[config.mk]
export PLATFORM = sky130hd
export DESIGN_NAME = amo_sequencer_flat
export DESIGN_NICKNAME = d
export VERILOG_FILES = /design/src/rtl/amo_sequencer_if.sv /design/src/rtl/amo_sequencer.sv /design/src/flat_wrapper.sv
export SDC_FILE = /design/constraint.sdc
export NUM_CORES = 1
export LEC_CHECK = 0
export CORE_ASPECT_RATIO = 0.6
export CORE_MARGIN = 10
export CORE_UTILIZATION = 26
export CTS_CLUSTER_SIZE = 14
export DETAILED_ROUTE_END_ITERATION = 10
export GPL_TIMING_DRIVEN = 1
export HOLD_SLACK_MARGIN = 0.06
export PLACE_DENSITY = 0.61
export SETUP_SLACK_MARGIN = 0.2
export SYNTH_ARGS = -nofsm -noshare
export SYNTH_HDL_FRONTEND = slang
export SYNTH_SLANG_ARGS = --single-unit
[constraint.sdc]
create_clock -name clk -period 5.4 [get_ports clk]
set_clock_uncertainty 0.2 [all_clocks]
set_input_delay 1.08 -clock clk [delete_from_list [all_inputs] [get_ports clk]]
set_output_delay 1.08 -clock clk [all_outputs]
set_load 0.02 [all_outputs]
[src/rtl/amo_sequencer_if.sv]
// Bus bundle for the AMO sequencer: request, memory read/write, ALU and
// response channels. 'slave' is the sequencer's view, 'master' is the
// view of the surrounding core/memory/ALU.
interface amo_sequencer_if #(
  parameter int ID_WIDTH = 2
);
  // request channel
  logic                req_valid;
  logic                req_ready;
  logic [4:0]          req_op;
  logic [31:0]         req_addr;
  logic [31:0]         req_rs2;
  logic [ID_WIDTH-1:0] req_id;
  // memory read request / data return
  logic                mem_rd_valid;
  logic                mem_rd_ready;
  logic [31:0]         mem_addr;
  logic                mem_rdata_valid;
  logic [31:0]         mem_rdata;
  // memory write request (to mem_addr)
  logic                mem_wr_valid;
  logic                mem_wr_ready;
  logic [31:0]         mem_wr_data;
  // external combinational AMO ALU
  logic [4:0]          alu_op;
  logic [31:0]         alu_rs1_load;
  logic [31:0]         alu_rs2;
  logic [31:0]         alu_result;
  // response channel
  logic                rsp_valid;
  logic                rsp_ready;
  logic [31:0]         rsp_data;
  logic [ID_WIDTH-1:0] rsp_id;
  logic                rsp_err;

  modport slave (
    input  req_valid, req_op, req_addr, req_rs2, req_id,
    input  mem_rd_ready, mem_rdata_valid, mem_rdata, mem_wr_ready,
    input  alu_result, rsp_ready,
    output req_ready, mem_rd_valid, mem_addr, mem_wr_valid, mem_wr_data,
    output alu_op, alu_rs1_load, alu_rs2,
    output rsp_valid, rsp_data, rsp_id, rsp_err
  );

  modport master (
    output req_valid, req_op, req_addr, req_rs2, req_id,
    output mem_rd_ready, mem_rdata_valid, mem_rdata, mem_wr_ready,
    output alu_result, rsp_ready,
    input  req_ready, mem_rd_valid, mem_addr, mem_wr_valid, mem_wr_data,
    input  alu_op, alu_rs1_load, alu_rs2,
    input  rsp_valid, rsp_data, rsp_id, rsp_err
  );
endinterface

[src/rtl/amo_sequencer.sv]
// Single-outstanding atomic memory operation sequencer.
// Reads the target word, lets an external combinational ALU compute the
// new value, writes it back, then returns the original word with the tag.
// Unsupported fn5 codes skip the write and respond with an error flag.
module amo_sequencer #(
  parameter int ID_WIDTH = 2
) (
  input  logic              clk,
  input  logic              rst,
  amo_sequencer_if.slave    bus,
  output logic              busy
);

  localparam logic [2:0] S_IDLE  = 3'd0;
  localparam logic [2:0] S_READ  = 3'd1;
  localparam logic [2:0] S_WAIT  = 3'd2;
  localparam logic [2:0] S_WRITE = 3'd3;
  localparam logic [2:0] S_RESP  = 3'd4;

  logic [2:0]          r_state;
  logic [4:0]          r_op;
  logic [31:0]         r_addr;
  logic [31:0]         r_rs2;
  logic [ID_WIDTH-1:0] r_id;
  logic [31:0]         r_load;
  logic                r_err;
  logic                w_supported;

  // Decode whether the captured fn5 is an AMO this sequencer can perform.
  // LR/SC share the AMO opcode space but are not read-modify-write ops.
  always_comb begin
    case (r_op)
      5'b00000, 5'b00001, 5'b00100, 5'b01000, 5'b01100,
      5'b10000, 5'b10100, 5'b11000, 5'b11100: w_supported = 1'b1;
      default:                                w_supported = 1'b0;
    endcase
  end

  // Main sequencing FSM plus all captured state. Captured registers only
  // change on request accept (IDLE) and on data return (WAIT), so every
  // output derived from them is stable while its valid waits for ready.
  always_ff @(posedge clk or posedge rst) begin
    if (rst) begin
      r_state <= S_IDLE;
      r_op    <= '0;
      r_addr  <= '0;
      r_rs2   <= '0;
      r_id    <= '0;
      r_load  <= '0;
      r_err   <= 1'b0;
    end else begin
      case (r_state)
        S_IDLE: begin
          if (bus.req_valid) begin
            r_op    <= bus.req_op;
            r_addr  <= bus.req_addr;
            r_rs2   <= bus.req_rs2;
            r_id    <= bus.req_id;
            r_load  <= '0;
            r_err   <= 1'b0;
            r_state <= S_READ;
          end
        end
        S_READ: begin
          // read data arriving alongside the read handshake is ignored
          if (bus.mem_rd_ready) begin
            r_state <= S_WAIT;
          end
        end
        S_WAIT: begin
          if (bus.mem_rdata_valid) begin
            r_load <= bus.mem_rdata;
            if (w_supported) begin
              r_state <= S_WRITE;
            end else begin
              r_err   <= 1'b1;
              r_state <= S_RESP;
            end
          end
        end
        S_WRITE: begin
          if (bus.mem_wr_ready) begin
            r_state <= S_RESP;
          end
        end
        S_RESP: begin
          if (bus.rsp_ready) begin
            r_state <= S_IDLE;
          end
        end
        default: begin
          r_state <= S_IDLE;
        end
      endcase
    end
  end

  // Handshake and data outputs decoded from state and captured registers.
  always_comb begin
    bus.req_ready    = (r_state == S_IDLE);
    bus.mem_rd_valid = (r_state == S_READ);
    bus.mem_wr_valid = (r_state == S_WRITE);
    bus.rsp_valid    = (r_state == S_RESP);
    bus.mem_addr     = r_addr;
    bus.mem_wr_data  = bus.alu_result;
    bus.alu_op       = r_op;
    bus.alu_rs1_load = r_load;
    bus.alu_rs2      = r_rs2;
    bus.rsp_data     = r_load;
    bus.rsp_id       = r_id;
    bus.rsp_err      = r_err;
    busy             = (r_state != S_IDLE);
  end

endmodule
[src/flat_wrapper.sv]
// flat-port wrapper written by rule: the top's interface ports become plain ports
module amo_sequencer_flat 
#(
  parameter int ID_WIDTH = 2
)
  (clk, rst, busy, bus_req_valid, bus_req_op, bus_req_addr, bus_req_rs2, bus_req_id, bus_mem_rd_ready, bus_mem_rdata_valid, bus_mem_rdata, bus_mem_wr_ready, bus_alu_result, bus_rsp_ready, bus_req_ready, bus_mem_rd_valid, bus_mem_addr, bus_mem_wr_valid, bus_mem_wr_data, bus_alu_op, bus_alu_rs1_load, bus_alu_rs2, bus_rsp_valid, bus_rsp_data, bus_rsp_id, bus_rsp_err);
  amo_sequencer_if #(.ID_WIDTH(ID_WIDTH)) bus_i ();
  input  logic clk;
  input  logic rst;
  output logic busy;
  input wire logic [$bits(bus_i.req_valid)-1:0] bus_req_valid;
  input wire logic [$bits(bus_i.req_op)-1:0] bus_req_op;
  input wire logic [$bits(bus_i.req_addr)-1:0] bus_req_addr;
  input wire logic [$bits(bus_i.req_rs2)-1:0] bus_req_rs2;
  input wire logic [$bits(bus_i.req_id)-1:0] bus_req_id;
  input wire logic [$bits(bus_i.mem_rd_ready)-1:0] bus_mem_rd_ready;
  input wire logic [$bits(bus_i.mem_rdata_valid)-1:0] bus_mem_rdata_valid;
  input wire logic [$bits(bus_i.mem_rdata)-1:0] bus_mem_rdata;
  input wire logic [$bits(bus_i.mem_wr_ready)-1:0] bus_mem_wr_ready;
  input wire logic [$bits(bus_i.alu_result)-1:0] bus_alu_result;
  input wire logic [$bits(bus_i.rsp_ready)-1:0] bus_rsp_ready;
  output wire logic [$bits(bus_i.req_ready)-1:0] bus_req_ready;
  output wire logic [$bits(bus_i.mem_rd_valid)-1:0] bus_mem_rd_valid;
  output wire logic [$bits(bus_i.mem_addr)-1:0] bus_mem_addr;
  output wire logic [$bits(bus_i.mem_wr_valid)-1:0] bus_mem_wr_valid;
  output wire logic [$bits(bus_i.mem_wr_data)-1:0] bus_mem_wr_data;
  output wire logic [$bits(bus_i.alu_op)-1:0] bus_alu_op;
  output wire logic [$bits(bus_i.alu_rs1_load)-1:0] bus_alu_rs1_load;
  output wire logic [$bits(bus_i.alu_rs2)-1:0] bus_alu_rs2;
  output wire logic [$bits(bus_i.rsp_valid)-1:0] bus_rsp_valid;
  output wire logic [$bits(bus_i.rsp_data)-1:0] bus_rsp_data;
  output wire logic [$bits(bus_i.rsp_id)-1:0] bus_rsp_id;
  output wire logic [$bits(bus_i.rsp_err)-1:0] bus_rsp_err;
  assign bus_i.req_valid = bus_req_valid;
  assign bus_i.req_op = bus_req_op;
  assign bus_i.req_addr = bus_req_addr;
  assign bus_i.req_rs2 = bus_req_rs2;
  assign bus_i.req_id = bus_req_id;
  assign bus_i.mem_rd_ready = bus_mem_rd_ready;
  assign bus_i.mem_rdata_valid = bus_mem_rdata_valid;
  assign bus_i.mem_rdata = bus_mem_rdata;
  assign bus_i.mem_wr_ready = bus_mem_wr_ready;
  assign bus_i.alu_result = bus_alu_result;
  assign bus_i.rsp_ready = bus_rsp_ready;
  assign bus_req_ready = bus_i.req_ready;
  assign bus_mem_rd_valid = bus_i.mem_rd_valid;
  assign bus_mem_addr = bus_i.mem_addr;
  assign bus_mem_wr_valid = bus_i.mem_wr_valid;
  assign bus_mem_wr_data = bus_i.mem_wr_data;
  assign bus_alu_op = bus_i.alu_op;
  assign bus_alu_rs1_load = bus_i.alu_rs1_load;
  assign bus_alu_rs2 = bus_i.alu_rs2;
  assign bus_rsp_valid = bus_i.rsp_valid;
  assign bus_rsp_data = bus_i.rsp_data;
  assign bus_rsp_id = bus_i.rsp_id;
  assign bus_rsp_err = bus_i.rsp_err;
  amo_sequencer #(.ID_WIDTH(ID_WIDTH)) u_core (.clk(clk), .rst(rst), .bus(bus_i), .busy(busy));
endmodule
# After elaboration in Yosys (flattened, before gate mapping)
# Memories as Yosys holds them, arrays and structs flattened.
# Cells that the tools add are included.
# W data, S select, Z words.
word_totals:
  ff_bits: 107
  latch_bits: 0
  mem_bits_rw: 0
  rom_bits: 32
  input_bits: 142
  out_inout_bits: 173
  wordCells: 39
  mem_count: 1
mem_list:
  columns: ["name", "depth", "word_bits", "read_ports", "rd_ports_with_merged_regs", "write_ports", "line", "rtl"]
  rows:
  - ["(name not given)", 32, 1, 1, 0, 0, "amo_sequencer.sv:32", "case (r_op)"]
op_classes:
  add_sub_neg: 0
  multipliers: 0
  div: 0
  order_cmp: 0
  eq_ne: 10
  shift: 0
  n_mux: 14
  bitwise_logic: 0
  n_reduce_logical: 7
ops:
  columns: ["cell", "n"]
  rows:
  - ["$mux W32", 2]
  - ["$pmux W32 S2", 1]
  - ["$mux W3", 6]
  - ["$pmux W3 S5", 1]
  - ["$ne A2 B2 Y1 const B", 6]
  - ["$eq A3 B2 Y1 const B", 2]
  - ["$reduce_and A5 Y1", 1]
  - ["$reduce_and A4 Y1", 1]
  - ["$eq A3 B1 Y1 const B", 1]
  - ["$eq A3 B3 Y1 const B", 1]
  - ["$logic_not A3 Y1", 1]
  - ["$mux W1", 3]
  - ["$reduce_and A3 Y1", 1]
  - ["$reduce_bool A3 Y1", 1]
  - ["$pmux W1 S2", 1]
  - ["$reduce_and A2 Y1", 1]
  - ["$reduce_bool A2 Y1", 1]

# Depth between registers and ports, before layout
# An unclocked memory read counts as a cell.
depth:
  word_depth: 4
  depth_mapped: 6
  ltp_nobuf: 3

# Worst setup path after synthesis
# No wires, ideal clock.
synth_timing:
  path_kind: "in2out"
  startpoint: "input port bus_alu_result[0]"
  endpoint: "output port bus_mem_wr_data[0]"
  t_arrival_ns: 1.214
  required_ns: 4.120
  setup_slack_ns: 2.906
  stages: 1
  cell_sequence: "buf_4"
synth_rtl:
  columns: ["element", "line", "rtl"]
  rows:
  - ["from (decl)", "flat_wrapper.sv:20", "input wire logic [$bits(bus_i.alu_result)-1:0] bus_alu_result;"]
  - ["to (decl)", "flat_wrapper.sv:26", "output wire logic [$bits(bus_i.mem_wr_data)-1:0] bus_mem_wr_data;"]
# No word-level cell between the ends.

# Worst setup path in the final report
layout_timing:
  startpoint: "input port bus_req_valid"
  endpoint: "register u_core.r_addr[25] (netlist: u_core.bus.mem_addr[25])"
layout_between:
  elab_chain_len: 1
layout_rtl:
  columns: ["element", "line", "rtl"]
  rows:
  - ["from (decl)", "flat_wrapper.sv:11", "input wire logic [$bits(bus_i.req_valid)-1:0] bus_req_valid;"]
  - ["$reduce_and A2 Y1 (no line)", null, null]
  - ["to (signal assigned)", "amo_sequencer.sv:56", "r_addr <= bus.req_addr;"]
  - ["to (decl)", "amo_sequencer.sv:22", "logic [31:0] r_addr;"]
# Every way passes these cells.
# A chain may end at the register's enable or synchronous reset.

==> qor.txt <==
Hold-fix buffers at CTS - 0
Fin. Hold Viols - 0
RePlAce Congestion - 0.779
DIE WIDTH - 198 microns
Relative slew slack - 26.9%
Area Overhead vs Synth - 48.7%
Slowest cell on crit path - and2_4
Worst-Margin Slew - 1.10 ns
Slew Limit Fails - 0
Crit. Startpoint - bus_req_valid
Pwr dens - 676 nW/um^2
Vias per cell - 4.22
Period utilization - 60.2%
All-Layer GR Usage - 11.1%
Die area - 25,200 sq um
Area of the multi-input gates - 1540 sq um
Status - completed
Maximum clock rate - 308 MHz
Num ports - 315
ANT cells - 0
Synth Area per Inst - 15.4 sq um
R2R setup slack - 2.54 ns
PortBufs - 250
Worst-path maximum fanout - 58
Clk buf depth - 2
Synth cell types - 28
Final worst path period need - 3.25 ns
Unrepaired setup endpoints after global routing - no
Crit-path leading delay family - buffers and inverters
Drt drc - 0
Clk slew on worst S/H paths - 0.07 ns
TNS Setup - 0 ns
Die H - 127 microns
Vias - 3,192
CP Buf/Inv Count - 2
Finished Cell Area - 7390 sq um
Final setup vio count - 0
Data arrival, critical path - 3.29 ns
Yosys warns - 0
Setup CP Type - input port to flop
Max Cap Viol - 0
Drt wl/cell - 18.8 microns
First-pass GRT wire length - 21,700 microns
CTS buffer count - 9
Hpwl dp - 11,100 microns
Rows - 39
CP max stage delay - 0.87 ns
Core Region - 18,900 sq um
Setup repair bufs after CTS - 0
TritonCTS clock tree - yes
Final #Nets - 648
Largest net degree at the start of global routing - 68
Share of layout cells above drive strength 1 - 18.6%
Seq cells post-synth - 107
Seq. cell area - 2680 sq um
VDD IR max - 0.374 mV
Pre-Repair DR Iteration Count - 4
H-tree level count - 3
Initial Utilization - 26.3%
CP endpoint kind - flop
Post-synth net total - 464
Req. time, crit path - 5.44 ns
Initial antenna violation count - 0
Wirelength, routed - 14,200 microns
Hold EP - u_core.bus.alu_rs2[18]
Placed inst area - 7080 sq um
Syn Std Cell Area - 4970 sq um
Grt ovf - 0
Synthesized netlist cell count - 322
Hold Crit Class - flop to flop
Seq/Total Area, Yosys - 53.9%
Worst r2r path cells - 4
Hold Path Origin - u_core.bus.alu_rs2[18]
FF-to-FF End - u_core.bus.mem_addr[25]
Initial DRC count - 118
Critical path startpoint category - input port
Root Driver - clkbuf_16
Pleak - 0.00316 uW
CTS Sinks - 107
Cell depth of the worst hold path - 1
Worst-Skew Late Latency - 0.35 ns
DRT antenna net count - 0
Post-CTS sizing - 0
CP Cell Sequence - clkdlybuf4s50_1 -> and2_4 -> buf_4 -> mux2_4
Layout filler cell count - 1,760
Worst r2r src - u_core.r_state[1]
Number of global-route vias before repair - 3,633
-- routing by layer --
| layer | global-route usage, % | routed length, microns |
|---|---|---|
| met2 | 16.4 | 6310 |
| met1 | 12.8 | 5890 |
| met4 | 3.35 | 174 |
| met5 | 0 | 0 |
| met3 | 7.21 | 1870 |
-- flip-flops by register name, indices dropped and copies added, names as in the netlist --
signal                   cells
u_core.bus.alu_rs2          32
u_core.bus.mem_addr         32
u_core.bus.rsp_id            2
u_core.bus.rsp_err           1
u_core.bus.alu_rs1_load     32
u_core.bus.alu_op            5
u_core.r_state               3
-- worst max-delay path by stage --
stage	endpoint	slack [ns]	cells after the start
after global routing	u_core.bus.mem_addr[17]	2.05	4
after floorplan	u_core.bus.alu_op[0]	1.30	1
after global placement	u_core.bus.mem_addr[16]	1.83	4
after CTS	u_core.bus.mem_addr[25]	2.13	4
after detailed placement	u_core.bus.mem_addr[15]	1.74	4
final	u_core.bus.mem_addr[25]	2.15	4
-- worst register-to-register path: cells and delay by family, from the launching register on --
kind / cells / cell delay (ns)
multiplexers: 1 / 0.33
flip-flops: 1 / 0.54
AND/OR/NAND/NOR: 2 / 1.17
buffers and inverters: 1 / 0.50
-- report_power, final --
| part | internal [uW] | switching (uW) | leakage [uW] |
|---|---|---|---|
| clock | 386 | 294 | 0.000152 |
| sequential | 1210 | 304 | 0.00132 |
| combinational | 1540 | 1270 | 0.00169 |
-- Yosys cell counts (all sizes together) --
master / count / share of area [%]
o211ai: 1 / 0.15
nor3b: 1 / 0.38
mux2: 72 / 22
buf: 80 / 15
nand2: 3 / 0.28
inv: 6 / 0.45
o22ai: 1 / 0.13
mux2i: 1 / 0.20
a22o: 32 / 5.6
nand2b: 2 / 0.40
o31ai: 1 / 0.15
a21oi: 1 / 0.10
nand4bb: 1 / 0.23
and2: 1 / 0.18
a31o: 1 / 0.18
nor3: 2 / 0.43
o32ai: 1 / 0.18
dfrtp: 107 / 54
nor2: 4 / 0.30
o21ai: 2 / 0.20
o31a: 1 / 0.18
o21a: 1 / 0.15
-- metrics by stage --
| step | hold slack (ns) | worst slack [ns] | total power, uW | utilization, % | std cells |
|---|---|---|---|---|---|
| after global routing | 0.327 | 2.05 | 5270 | 39.1 | 757 |
| after floorplan | 0.400 | 1.30 | 3290 | - | 322 |
| after detailed placement | 0.279 | 1.74 | 4370 | 37.5 | 741 |
| after CTS | 0.296 | 2.13 | 5090 | 39.1 | 757 |
| after global placement | 0.282 | 1.83 | 4340 | 37.5 | 741 |
| final | 0.291 | 2.15 | 5000 | 39.1 | 757 |
-- kinds of logic after synthesis --
logic type / Yosys count / synth area share, %
DFF: 107 / 53.9
buffers and inverters: 86 / 15.1
muxes: 73 / 21.8
AOI/OAI and AO/OA: 42 / 7.05
and+or+nand+nor: 14 / 2.19
-- cells in the final DEF, fill, tap and decap left out, types with 2 or more instances in the layout --
master,instances
nand2_1,2
mux2_1,2
clkbuf_8,2
a22o_1,32
buf_4,3
inv_1,5
nor2_1,4
mux2_4,70
o21ai_0,2
dfrtp_1,107
clkbuf_16,9
clkdlybuf4s50_1,250
-- area by class of cell --
cell class	instances	share of cell area, %
inverter	6	0.339
tap	246	4.16
multi-input combinational	129	20.9
clock inverter	5	0.813
sequential	107	36.2
timing repair buffer	253	34.2
clock buffer	11	3.42
No activity file was read; power rests on OpenSTA's default activity.
==> RTL edit 1 (same settings) <==
Reset style: synchronous (`rst`), changed in one clocked block.
--- a/src/rtl/amo_sequencer.sv
+++ b/src/rtl/amo_sequencer.sv
@@ -39,7 +39,7 @@
   // Main sequencing FSM plus all captured state. Captured registers only
   // change on request accept (IDLE) and on data return (WAIT), so every
   // output derived from them is stable while its valid waits for ready.
-  always_ff @(posedge clk or posedge rst) begin
+  always_ff @(posedge clk) begin
     if (rst) begin
       r_state <= S_IDLE;
       r_op    <= '0;
Formal check against the unedited RTL: differs if rst is asserted again (counterexample within 4 cycles, from zero or initial values and one cycle with rst high); with rst held inactive, the same outputs for 10 cycles.
==> RTL edit 1 against the original RTL <==
Utilization grew 2.0 points; first-iteration DRC count grew 43%; critical path type unchanged; critical endpoint is now u_core.w_supported; setup slack lost 0.14 ns; highest routed layer unchanged; largest cell class is now non-clock buffers; sequential cell count grew 1; wire length grew 2.1%; synthesized cell count grew 51%; maximum frequency shrank 4.1%; design area shrank 9.9%; synthesized area shrank 14%; register-to-register slack gained 0.18 ns.
Power is not compared: it rests on default switching activity, and its combinational part moved more than twofold at a synthesized area within 25%.
==> RTL edit 1: results (changes against the original RTL) <==
Buffering overhead = 38.2% (was 34.2%)
Slew of the pin with the lowest slew margin = 1.23 ns (was 1.10 ns)
Most frequent cells after synthesis = nand2_1, dfxtp_1, a21oi_1, buf_4, a22o_1 (was dfrtp_1, mux2_4, buf_4, a22o_1, buf_12)
Routed len/inst = 16.7 um (was 18.8 um)
Nonclk buf count = 256 (was 253)
Sequential area share after synthesis = 50.7% (was 53.9%)
Clk tree area frac = 4.02% (was 4.23%)
Final std cells w/o fill = 869 (was 757)
Pin count of the biggest net entering global routing = 78 (was 68)
Synthesized Nets = 628 (was 464)
Worst hold slack = 0.254 ns (was 0.291 ns)
Placed Area = 6390 um^2 (was 7080 um^2)
Synth Area in Compound Gates = 16.6% (was 7.05%)
Crit-path max FO = 42 (was 58)
Max stage delay on crit path = 0.98 ns (was 0.87 ns)
Post-Place Cells = 854 (was 741)
Met1 Track Usage GR = 14.7% (was 12.8%)
Clk sink count = 108 (was 107)
First-pass GRT wire length = 22,100 um (was 21,700 um)
Non-clock inverter count in the final layout = 4 (was 6)
DP HPWL = 11,300 um (was 11,100 um)
Fillers = 1,623 (was 1,760)
CP max stage cell = or4b_2 (was and2_4)
Nets = 798 (was 648)
Worst Path Arrival = 3.39 ns (was 3.29 ns)
Hold Path Depth = 2 (was 1)
Outcome = finished, final reports clean (unchanged)
Synth top area cells = dfxtp_1, nand2_1, buf_4, a21oi_1, a22o_1 (was dfrtp_1, mux2_4, buf_4, a22o_1, buf_12)
GR met2 Demand/Resource = 19.0% (was 16.4%)
Syn Inst Count = 486 (was 322)
Multi-input logic cell count = 277 (was 129)
Tot Pwr = 1.88 mW
GPL Wtd Cong = 0.796 (was 0.779)
M1 WL = 6170 um (was 5890 um)
Met3 Resource Use GR = 7.71% (was 7.21%)
[RTL edit 1: cell count changes after synthesis, moves of 2 or more]
| cell | delta |
|---|---|
| a21oi_1 | +72 |
| buf_12 | -8 |
| buf_2 | +9 |
| clkbuf_1 | +16 |
| dfrtp_1 | -107 |
| dfxtp_1 | +108 |
| inv_1 | -2 |
| mux2_4 | -70 |
| nand2_1 | +140 |
| nor3_1 | +2 |
| nor3b_1 | +3 |
| nor4_1 | +4 |
| o21ai_0 | -2 |
[RTL edit 1: path summary, 6_finish.rpt]
kind / startpoint / end
worst min-delay path: u_core.bus.alu_rs2[24] / u_core.bus.alu_rs2[24]
worst max register to register: u_core.r_state[1] / u_core.w_supported
worst max-delay path: bus_req_valid / u_core.w_supported
worst min register to register: u_core.bus.alu_rs2[24] / u_core.bus.alu_rs2[24]
[RTL edit 1: tightest hold or removal path, delay by kind of cell (launching register included)]
kind	cells	cell delay, ns
AOI/OAI and AO/OA	1	0.05
DFF	1	0.31
and+or+nand+nor	1	0.05
==> RTL edit 2 (same flow settings) <==
Without the edit above. `ID_WIDTH` is set to 2 in 3 places; all go to 4.
--- a/src/rtl/amo_sequencer_if.sv
+++ b/src/rtl/amo_sequencer_if.sv
@@ -2,7 +2,7 @@
 // response channels. 'slave' is the sequencer's view, 'master' is the
 // view of the surrounding core/memory/ALU.
 interface amo_sequencer_if #(
-  parameter int ID_WIDTH = 2
+  parameter int ID_WIDTH = 4
 );
   // request channel
   logic                req_valid;
--- a/src/rtl/amo_sequencer.sv
+++ b/src/rtl/amo_sequencer.sv
@@ -3,7 +3,7 @@
 // new value, writes it back, then returns the original word with the tag.
 // Unsupported fn5 codes skip the write and respond with an error flag.
 module amo_sequencer #(
-  parameter int ID_WIDTH = 2
+  parameter int ID_WIDTH = 4
 ) (
   input  logic              clk,
   input  logic              rst,
--- a/src/flat_wrapper.sv
+++ b/src/flat_wrapper.sv
@@ -1,7 +1,7 @@
 // flat-port wrapper written by rule: the top's interface ports become plain ports
 module amo_sequencer_flat 
 #(
-  parameter int ID_WIDTH = 2
+  parameter int ID_WIDTH = 4
 )
   (clk, rst, busy, bus_req_valid, bus_req_op, bus_req_addr, bus_req_rs2, bus_req_id, bus_mem_rd_ready, bus_mem_rdata_valid, bus_mem_rdata, bus_mem_wr_ready, bus_alu_result, bus_rsp_ready, bus_req_ready, bus_mem_rd_valid, bus_mem_addr, bus_mem_wr_valid, bus_mem_wr_data, bus_alu_op, bus_alu_rs1_load, bus_alu_rs2, bus_rsp_valid, bus_rsp_data, bus_rsp_id, bus_rsp_err);
   amo_sequencer_if #(.ID_WIDTH(ID_WIDTH)) bus_i ();
Interface: changed (resized bus_req_id and bus_rsp_id); port bits go from 315 to 319. No check against the original RTL was run, so the function may have changed too.
==> RTL edit 2 against the original RTL <==
Design area rose by 1.5%; setup slack gained 0.11 ns; power grew 1.0%; utilization rose by 0.28 points; via count is 0.88% higher; wire length up 4.8%; global-route usage is 0.098 points higher; sequential cell count up 2; synthesized area up 1.4%; cell count rose by 1.1%; critical path depth shrank 1; first-iteration DRC count up 13%.
==> RTL edit 2: results (changes against the original RTL) <==
Outcome = finished, final reports clean (unchanged)
Worst hold slack = 0.311 ns (was 0.291 ns)
Crit-path max FO = 11 (was 58)
DR WL met2 = 6390 um (was 6310 um)
Switching part of the total = 37.7% (was 37.4%)
GPL Wtd Cong = 0.767 (was 0.779)
Most frequent cells after synthesis = dfrtp_1, buf_4, mux2_4, a22o_2, mux2_2 (was dfrtp_1, mux2_4, buf_4, a22o_1, buf_12)
WL final = 14,900 um (was 14,200 um)
WL met3 = 1830 um (was 1870 um)
Final WS setup = 2.26 ns (was 2.15 ns)
DP HPWL = 11,600 um (was 11,100 um)
CP max stage cell = clkdlybuf4s50_1 (was and2_4)
Reg-to-Reg End = u_core.bus.mem_addr[14] (was u_core.bus.mem_addr[25])
Pin count of the biggest net entering global routing = 58 (was 68)
Antenna fix cells = 0 (unchanged)
Max stage delay on crit path = 0.65 ns (was 0.87 ns)
Post-place setup slack = 1.98 ns (was 1.74 ns)
Worst Path Arrival = 1.86 ns (was 3.29 ns)
Synth unique cells = 29 (was 28)
P_comb = 2.84 mW
Hold Path Depth = 1 (unchanged)
Root buffer cell = clkbuf_16 (unchanged)
Share of cells above drive strength 1 = 25.4% (was 18.6%)
1st-iter DRT viols = 133 (was 118)
Met3 Resource Use GR = 6.63% (was 7.21%)
Worst Hold Launch = u_core.bus.alu_rs2[15] (was u_core.bus.alu_rs2[18])
Gr usage total = 11.2% (was 11.1%)
Synthesized Nets = 470 (was 464)
Worst skew pair latency = 0.36 ns
Min-Delay Path Class = register to register (unchanged)
Drt via density = 4.21 (was 4.22)
First-pass GRT wire length = 21,900 um (was 21,700 um)
Sequential area share after synthesis = 54.1% (was 53.9%)
P_leak = 3.19 nW (was 3.16 nW)
Synth top area cells = dfrtp_1, mux2_4, buf_4, a22o_2, mux2_2 (was dfrtp_1, mux2_4, buf_4, a22o_1, buf_12)
I/O Buffers = 254 (was 250)
GR met2 Demand/Resource = 15.9% (was 16.4%)
Routed len/inst = 19.5 um (was 18.8 um)
Slew HR = 10.8% (was 26.9%)
Tot Pwr = 5.05 mW (was 5.00 mW)
Setup TNS = 0 ns (unchanged)
Worst Hold End = u_core.bus.alu_rs2[15] (was u_core.bus.alu_rs2[18])
Clock Power = 669 uW (was 680 uW)
CP Launch Point = u_core.r_state[1] (was bus_req_valid)
Placed Area = 7210 um^2 (was 7080 um^2)
Met1 Track Usage GR = 13.9% (was 12.8%)
Critical Path End = bus_mem_wr_valid (was u_core.bus.mem_addr[25])
CTS buffer count = 9 (unchanged)
Post-Place Cells = 749 (was 741)
Vias in the first global route = 3,579 (was 3,633)
Asr flop ratio synth = 100% (unchanged)
Peak supply drop = 0.000394 V (was 0.000374 V)
Nets = 658 (was 648)
Avg Inst Size Synth = 15.5 um^2 (was 15.4 um^2)
Htree depth = 3 (unchanged)
M1 WL = 6550 um (was 5890 um)
FF-to-FF setup slack = 2.73 ns (was 2.54 ns)
[RTL edit 2: cell count changes after synthesis, sizes merged]
| cell | delta |
|---|---|
| clkbuf | +1 |
| nand4bb | -1 |
| buf | -1 |
| or4bb | +1 |
| dfrtp | +2 |
| mux2 | +2 |
[RTL edit 2: logic make-up (layout without fill, tap and decap cells)]
group | count (synthesis) | in the layout | share of synthesized area (%)
flops | 109 | 109 | 54.1
mux | 75 | 75 | 21.2
compound gates | 42 | 42 | 7.75
buf+inv | 86 | 279 | 14.8
simple gates | 14 | 14 | 2.16
[RTL edit 2: critical path: cells and delay by family, from the launching register on]
kind                   cells  cell delay [ns]
buffers and inverters      1             0.65
DFF                        1             0.64
and+or+nand+nor            2             0.22
[RTL edit 2: area by class of cell]
type | instances | area, um^2
inverter | 6 | 25.0
tap | 246 | 308
timing repair buffer | 257 | 2580
multi-input combinational | 131 | 1570
clock inverter | 6 | 61.3
fill | 1766 | 11500
sequential | 109 | 2730
clock buffer | 10 | 229
